<file path="src/rtl/serial_pair_adder_pkg.sv">
// Shared types and sizing helpers for the serial pair adder.
// Optional signed-overflow output is enabled by SERIAL_PAIR_ADDER_OVF_EN.
package serial_pair_adder_pkg;

    typedef enum logic [1:0] {
        IDLE = 2'b00,
        RUN  = 2'b01,
        DONE = 2'b10
    } state_t;

    localparam int DEFAULT_WIDTH = 32'sd8;

    // Width of the pair counter: clog2 of the pair count, never below one bit.
    function automatic int pair_cnt_w(input int width);
        int n;
        n = width / 32'sd2;
        return (n < 32'sd2) ? 32'sd1 : $clog2(n);
    endfunction

endpackage

</file>
<file path="src/rtl/serial_pair_adder_if.sv">
// Start/busy/done handshake and operand/result bus of the serial pair adder.
// The ovf signal exists only when SERIAL_PAIR_ADDER_OVF_EN is defined.
interface serial_pair_adder_if
    import serial_pair_adder_pkg::*;
#(
    parameter int WIDTH = DEFAULT_WIDTH
);
    logic             start;
    logic [WIDTH-1:0] a;
    logic [WIDTH-1:0] b;
    logic             cin;
    logic             busy;
    logic             done;
    logic [WIDTH-1:0] sum;
    logic             cout;
`ifdef SERIAL_PAIR_ADDER_OVF_EN
    logic             ovf;

    modport master (output start, a, b, cin, input busy, done, sum, cout, ovf);
    modport slave  (input start, a, b, cin, output busy, done, sum, cout, ovf);
`else
    modport master (output start, a, b, cin, input busy, done, sum, cout);
    modport slave  (input start, a, b, cin, output busy, done, sum, cout);
`endif

endinterface

</file>
<file path="src/rtl/twobitadder.sv">
// Existing verified 2-bit ripple slice: {Cout,Sum} = A + B + Cin.
module twobitadder (
    input  logic [1:0] A,
    input  logic [1:0] B,
    input  logic       Cin,
    output logic [1:0] Sum,
    output logic       Cout
);
    assign {Cout, Sum} = {1'b0, A} + {1'b0, B} + {2'b00, Cin};
endmodule

</file>
<file path="src/rtl/serial_pair_adder.sv">
// WIDTH-bit adder that feeds one bit-pair per cycle through twobitadder, LSB first.
// Define SERIAL_PAIR_ADDER_OVF_EN to add the registered signed-overflow output.
module serial_pair_adder
    import serial_pair_adder_pkg::*;
#(
    parameter int WIDTH = DEFAULT_WIDTH
)(
    input  logic                clk,
    input  logic                rst_n,
    serial_pair_adder_if.slave  bus
);
    localparam int              NUM_PAIRS = WIDTH / 32'sd2;
    localparam int              CNT_W     = pair_cnt_w(WIDTH);
    localparam logic [CNT_W-1:0] LAST_PAIR = CNT_W'(NUM_PAIRS - 32'sd1);

    state_t           state_r;
    logic [WIDTH-1:0] a_sh_r;
    logic [WIDTH-1:0] b_sh_r;
    logic [WIDTH-1:0] acc_r;
    logic [CNT_W-1:0] cnt_r;
    logic             carry_r;
    logic             busy_r;
    logic             done_r;
    logic [WIDTH-1:0] sum_r;
    logic             cout_r;

    logic [1:0]       slice_sum_s;
    logic             slice_cout_s;
    logic [WIDTH-1:0] assembled_s;

    twobitadder u_slice (
        .A    (a_sh_r[1:0]),
        .B    (b_sh_r[1:0]),
        .Cin  (carry_r),
        .Sum  (slice_sum_s),
        .Cout (slice_cout_s)
    );

    // New pair enters at the top; after the last pair the LSB pair sits at bit 0.
    assign assembled_s = (acc_r >> 2'd2) | (WIDTH'(slice_sum_s) << (WIDTH - 32'sd2));

`ifdef SERIAL_PAIR_ADDER_OVF_EN
    logic a_msb_r;
    logic b_msb_r;
    logic ovf_r;
    logic ovf_s;

    assign ovf_s   = (a_msb_r == b_msb_r) && (assembled_s[WIDTH-1] != a_msb_r);
    assign bus.ovf = ovf_r;
`endif

    // Handshake FSM, operand sequencing, carry storage and result registers.
    always_ff @(posedge clk or negedge rst_n) begin
        if (!rst_n) begin
            state_r <= IDLE;
            a_sh_r  <= '0;
            b_sh_r  <= '0;
            acc_r   <= '0;
            cnt_r   <= '0;
            carry_r <= 1'b0;
            busy_r  <= 1'b0;
            done_r  <= 1'b0;
            sum_r   <= '0;
            cout_r  <= 1'b0;
`ifdef SERIAL_PAIR_ADDER_OVF_EN
            a_msb_r <= 1'b0;
            b_msb_r <= 1'b0;
            ovf_r   <= 1'b0;
`endif
        end else begin
            case (state_r)
                IDLE, DONE: begin
                    done_r <= 1'b0;
                    if (bus.start) begin
                        a_sh_r  <= bus.a;
                        b_sh_r  <= bus.b;
                        carry_r <= bus.cin;
                        cnt_r   <= '0;
                        busy_r  <= 1'b1;
                        state_r <= RUN;
`ifdef SERIAL_PAIR_ADDER_OVF_EN
                        a_msb_r <= bus.a[WIDTH-1];
                        b_msb_r <= bus.b[WIDTH-1];
`endif
                    end else begin
                        busy_r  <= 1'b0;
                        state_r <= IDLE;
                    end
                end
                RUN: begin
                    a_sh_r  <= a_sh_r >> 2'd2;
                    b_sh_r  <= b_sh_r >> 2'd2;
                    acc_r   <= assembled_s;
                    carry_r <= slice_cout_s;
                    cnt_r   <= cnt_r + CNT_W'(1);
                    if (cnt_r == LAST_PAIR) begin
                        sum_r   <= assembled_s;
                        cout_r  <= slice_cout_s;
                        busy_r  <= 1'b0;
                        done_r  <= 1'b1;
                        state_r <= DONE;
`ifdef SERIAL_PAIR_ADDER_OVF_EN
                        ovf_r   <= ovf_s;
`endif
                    end else begin
                        busy_r  <= 1'b1;
                        done_r  <= 1'b0;
                        state_r <= RUN;
                    end
                end
                default: begin
                    busy_r  <= 1'b0;
                    done_r  <= 1'b0;
                    state_r <= IDLE;
                end
            endcase
        end
    end

    assign bus.busy = busy_r;
    assign bus.done = done_r;
    assign bus.sum  = sum_r;
    assign bus.cout = cout_r;

endmodule

</file>
<file path="src/flat_wrapper.sv">
// flat-port wrapper written by rule: the top's interface ports become plain ports
module serial_pair_adder_flat import serial_pair_adder_pkg::*;
#(
    parameter int WIDTH = DEFAULT_WIDTH
)
  (clk, rst_n, bus_start, bus_a, bus_b, bus_cin, bus_busy, bus_done, bus_sum, bus_cout);
  serial_pair_adder_if #(.WIDTH(WIDTH)) bus_i ();
  input  logic clk;
  input  logic rst_n;
  input wire logic [$bits(bus_i.start)-1:0] bus_start;
  input wire logic [$bits(bus_i.a)-1:0] bus_a;
  input wire logic [$bits(bus_i.b)-1:0] bus_b;
  input wire logic [$bits(bus_i.cin)-1:0] bus_cin;
  output wire logic [$bits(bus_i.busy)-1:0] bus_busy;
  output wire logic [$bits(bus_i.done)-1:0] bus_done;
  output wire logic [$bits(bus_i.sum)-1:0] bus_sum;
  output wire logic [$bits(bus_i.cout)-1:0] bus_cout;
  assign bus_i.start = bus_start;
  assign bus_i.a = bus_a;
  assign bus_i.b = bus_b;
  assign bus_i.cin = bus_cin;
  assign bus_busy = bus_i.busy;
  assign bus_done = bus_i.done;
  assign bus_sum = bus_i.sum;
  assign bus_cout = bus_i.cout;
  serial_pair_adder #(.WIDTH(WIDTH)) u_core (.clk(clk), .rst_n(rst_n), .bus(bus_i));
endmodule
</file>
<file path="config.mk">
export PLATFORM = sky130hd
export DESIGN_NAME = serial_pair_adder_flat
export DESIGN_NICKNAME = d
export VERILOG_FILES = /design/src/rtl/serial_pair_adder_pkg.sv /design/src/rtl/serial_pair_adder_if.sv /design/src/rtl/twobitadder.sv /design/src/rtl/serial_pair_adder.sv /design/src/flat_wrapper.sv
export SDC_FILE = /design/constraint.sdc
export NUM_CORES = 1
export LEC_CHECK = 0
export ABC_AREA = 1
export CORE_MARGIN = 2
export CORE_UTILIZATION = 46
export CTS_BUF_LIST = sky130_fd_sc_hd__clkbuf_16
export DETAILED_ROUTE_END_ITERATION = 8
export PLACE_DENSITY = 0.75
export SETUP_SLACK_MARGIN = 0.4
export SYNTH_ARGS = -nofsm -noshare
export SYNTH_HDL_FRONTEND = slang
export SYNTH_SLANG_ARGS = --single-unit
</file>
<file path="constraint.sdc">
create_clock -name clk -period 1.4 [get_ports clk]
set_input_delay 0.21 -clock clk [delete_from_list [all_inputs] [get_ports clk]]
set_output_delay 0.21 -clock clk [all_outputs]
set_load 0.05 [all_outputs]
</file>
==> results.tsv <==
metric	value	unit
vias in the first global route	1688	
CTS tree	built	
LEAKAGE	1.587	nW
clock latency on the worst-skew pair	280	ps
chip width	65.14	um
first-pass GRT wire length	8369	um
leading cell type in the layout, fill and taps excluded	nand2_1	
Sink Count	37	
share of post-route cells with drive strength above 1	45.65	%
DRC	0	
critical setup path kind	reg2reg	
synth top area cells	dfrtp_1 (54%), nand2_1 (14%), inv_1 (8.5%)	
Worst EP required	1620	ps
outcome	complete, but fails checks	
DP Area	2230	um2
Tightest Hold Check Type	in2async	
Final #Nets	299	
RSZ-0062 raised after global routing	yes	
drt pass-1 iters	4	
most frequent cells in the layout	nand2_1 (41), inv_1 (35), dfrtp_1 (35), clkdlybuf4s50_1 (19), buf_12 (18)	
R2R Path End	u_core.carry_r$_DFFE_PN0P_	
Vias	1777	
Seq/Total Area, Yosys	53.86	%
largest net degree at the start of global routing	38	
Site Rows	22	
Crit Reg-Reg Startpoint	u_core.a_sh_r[0]$_DFFE_PN0P_	
Worst-path clk slew	50	ps
Yosys top cell area share	53.86	%
# IOs	31	
core area	3633	um2
final wirelength	6338	um
FF-to-FF path depth	8	
Tot Pwr	9.331	mW
initial antenna violation count	0	
synthesized net count	227	
Mapped Area	1719	um2
skew final	3.245	ps
die footprint	4243	um2
cells after synthesis	204	
leading area contributor after synthesis	dfrtp_1	
Setup Slack @ Placement	-109.5	ps
clock root buffer	clkbuf_16	
Worst Tran Pin Value	244.1	ps
Final Cell Area	3113	um2
synthesized area per cell	8.427	um2
CP startpoint kind	flip-flop	
DPL Wire Length	2370	um
Overall Global Routing Usage	27.43	%
die height	65.14	um
Max Slew Vio Count	0	
Yosys cell types	16	
Max stage delay on crit path	390	ps
failing checks	setup timing	
critical path's slowest cell	fa_2	
Max-Slew Margin vs Limit	83.68	%
period utilization	113.6	%
DR iter-0 viols	121	
Area Growth Syn to Fin	81.08	%
Buf+Inv Stages, Crit Path	3	
grt total ovfl	0	
setup ws final	-190.6	ps
final setup violation count	4	
vias per inst	5.485	
critical path arrival	1810	ps
setup TNS	-616.6	ps
Pwr Density	2998	nW/um2
crit end category	flip-flop	
Final min period	1591	ps
Hold Violations, Final	0	
Routed WL per cell	19.56	um
Yosys Warn Count	0	
CTS buffer count	5	
flip-flop and latch count after synthesis	37	
critical-path cell list	inv_2 > fa_2 > fa_2 > inv_1 > nand2_2 > nand2_1 > inv_1 > nand2_1	
total inserted antenna cells	0	
RD Place Congestion	0.7710	
number of routed nets with antenna violations	0	
worst vdd rail ir drop	1.743	mV
reg2reg setup slack	-190	ps
CP startpoint	u_core.a_sh_r[0]$_DFFE_PN0P_	
port buffer count	30	
Max clock buf depth	2	
Max-Cap Viols	0	
CP delay by family, top	adder cells	
Initial Utilization	47.31	%
Max Clk Rate	628.7	MHz
CP max FO	2	
CTS H-Tree Depth	2	
## layer usage
layer  track usage (%)  up-vias  wire (um)
li1                  -      765          -
met1             30.43      855       2171
met2             46.78      118       3363
met3             8.048       39        488
met4             16.15        0        315
met5                 0        -          0
## area by class of cell
cell class              count  area [um2]
flip-flops and latches     37       928.4
multi-input cells         122       909.6
repair inverters            1       16.27
fillers                   187       520.5
well taps                  48       60.06
clock inverters             2       7.507
inverters                  41       168.9
clock buffers               5       125.1
repair buffers             68       897.1
## kinds of logic (layout without fill, tap and decap cells)
kind of cell    Yosys count  after routing  synth area share [%]
simple gates             97            100                 24.31
compound gates           19             19                 7.059
buf+inv                  48            117                 11.72
flops                    37             37                 53.86
fa+ha+maj                 3              3                 3.057
## through the flow
step | instances | util, % | hold slack [ps]
after detailed placement | 280 | 61.36 | 458.9
after global placement | 280 | 61.36 | 453.4
final | 324 | 85.67 | 298.7
after CTS | 312 | 77.41 | 310.9
after floorplan | 204 | - | -85.59
after global routing | 324 | 85.67 | 335.7
## report_power, final
part / leakage [nW] / switching (mW) / internal (mW)
logic: 1.06 / 3.25 / 2.93
clock network: 0.0685 / 0.414 / 0.636
registers: 0.461 / 0.504 / 1.59
## worst max path at each step
stage	end	slack (ps)	cells past startpoint
finish	u_core.carry_r$_DFFE_PN0P_	-190	8
global route	u_core.carry_r$_DFFE_PN0P_	-280	8
CTS	u_core.acc_r[7]$_DFFE_PN0P_	-120	4
detailed placement	u_core.carry_r$_DFFE_PN0P_	-110	8
global placement	u_core.carry_r$_DFFE_PN0P_	-60	8
floorplan	u_core.acc_r[7]$_DFFE_PN0P_	-40	4
## state kept, by name, summed over array words and instances, names as in the netlist
name	cells
u_core.b_sh_r	8
u_core.cnt_r	2
u_core.a_sh_r	8
u_core.acc_r	6
u_core.state_r	2
u_core.bus.done	1
u_core.bus.cout	1
u_core.carry_r	1
u_core.bus.sum	8
## Yosys cell counts, drive strengths merged
master / instances
nand2: 70
a21oi: 1
nor2: 2
dfrtp: 37
inv: 41
ha: 1
fa: 2
o21ai: 18
nand3: 25
buf: 7
## repair_timing
item,in CTS,in global routing
pin swaps,11,10
gates cloned,6,1
setup endpoints to repair,48,48
hold buffers,0,0
gates resized for setup,50,49
setup buffers,19,11
Power figures use the tool's default switching activity.
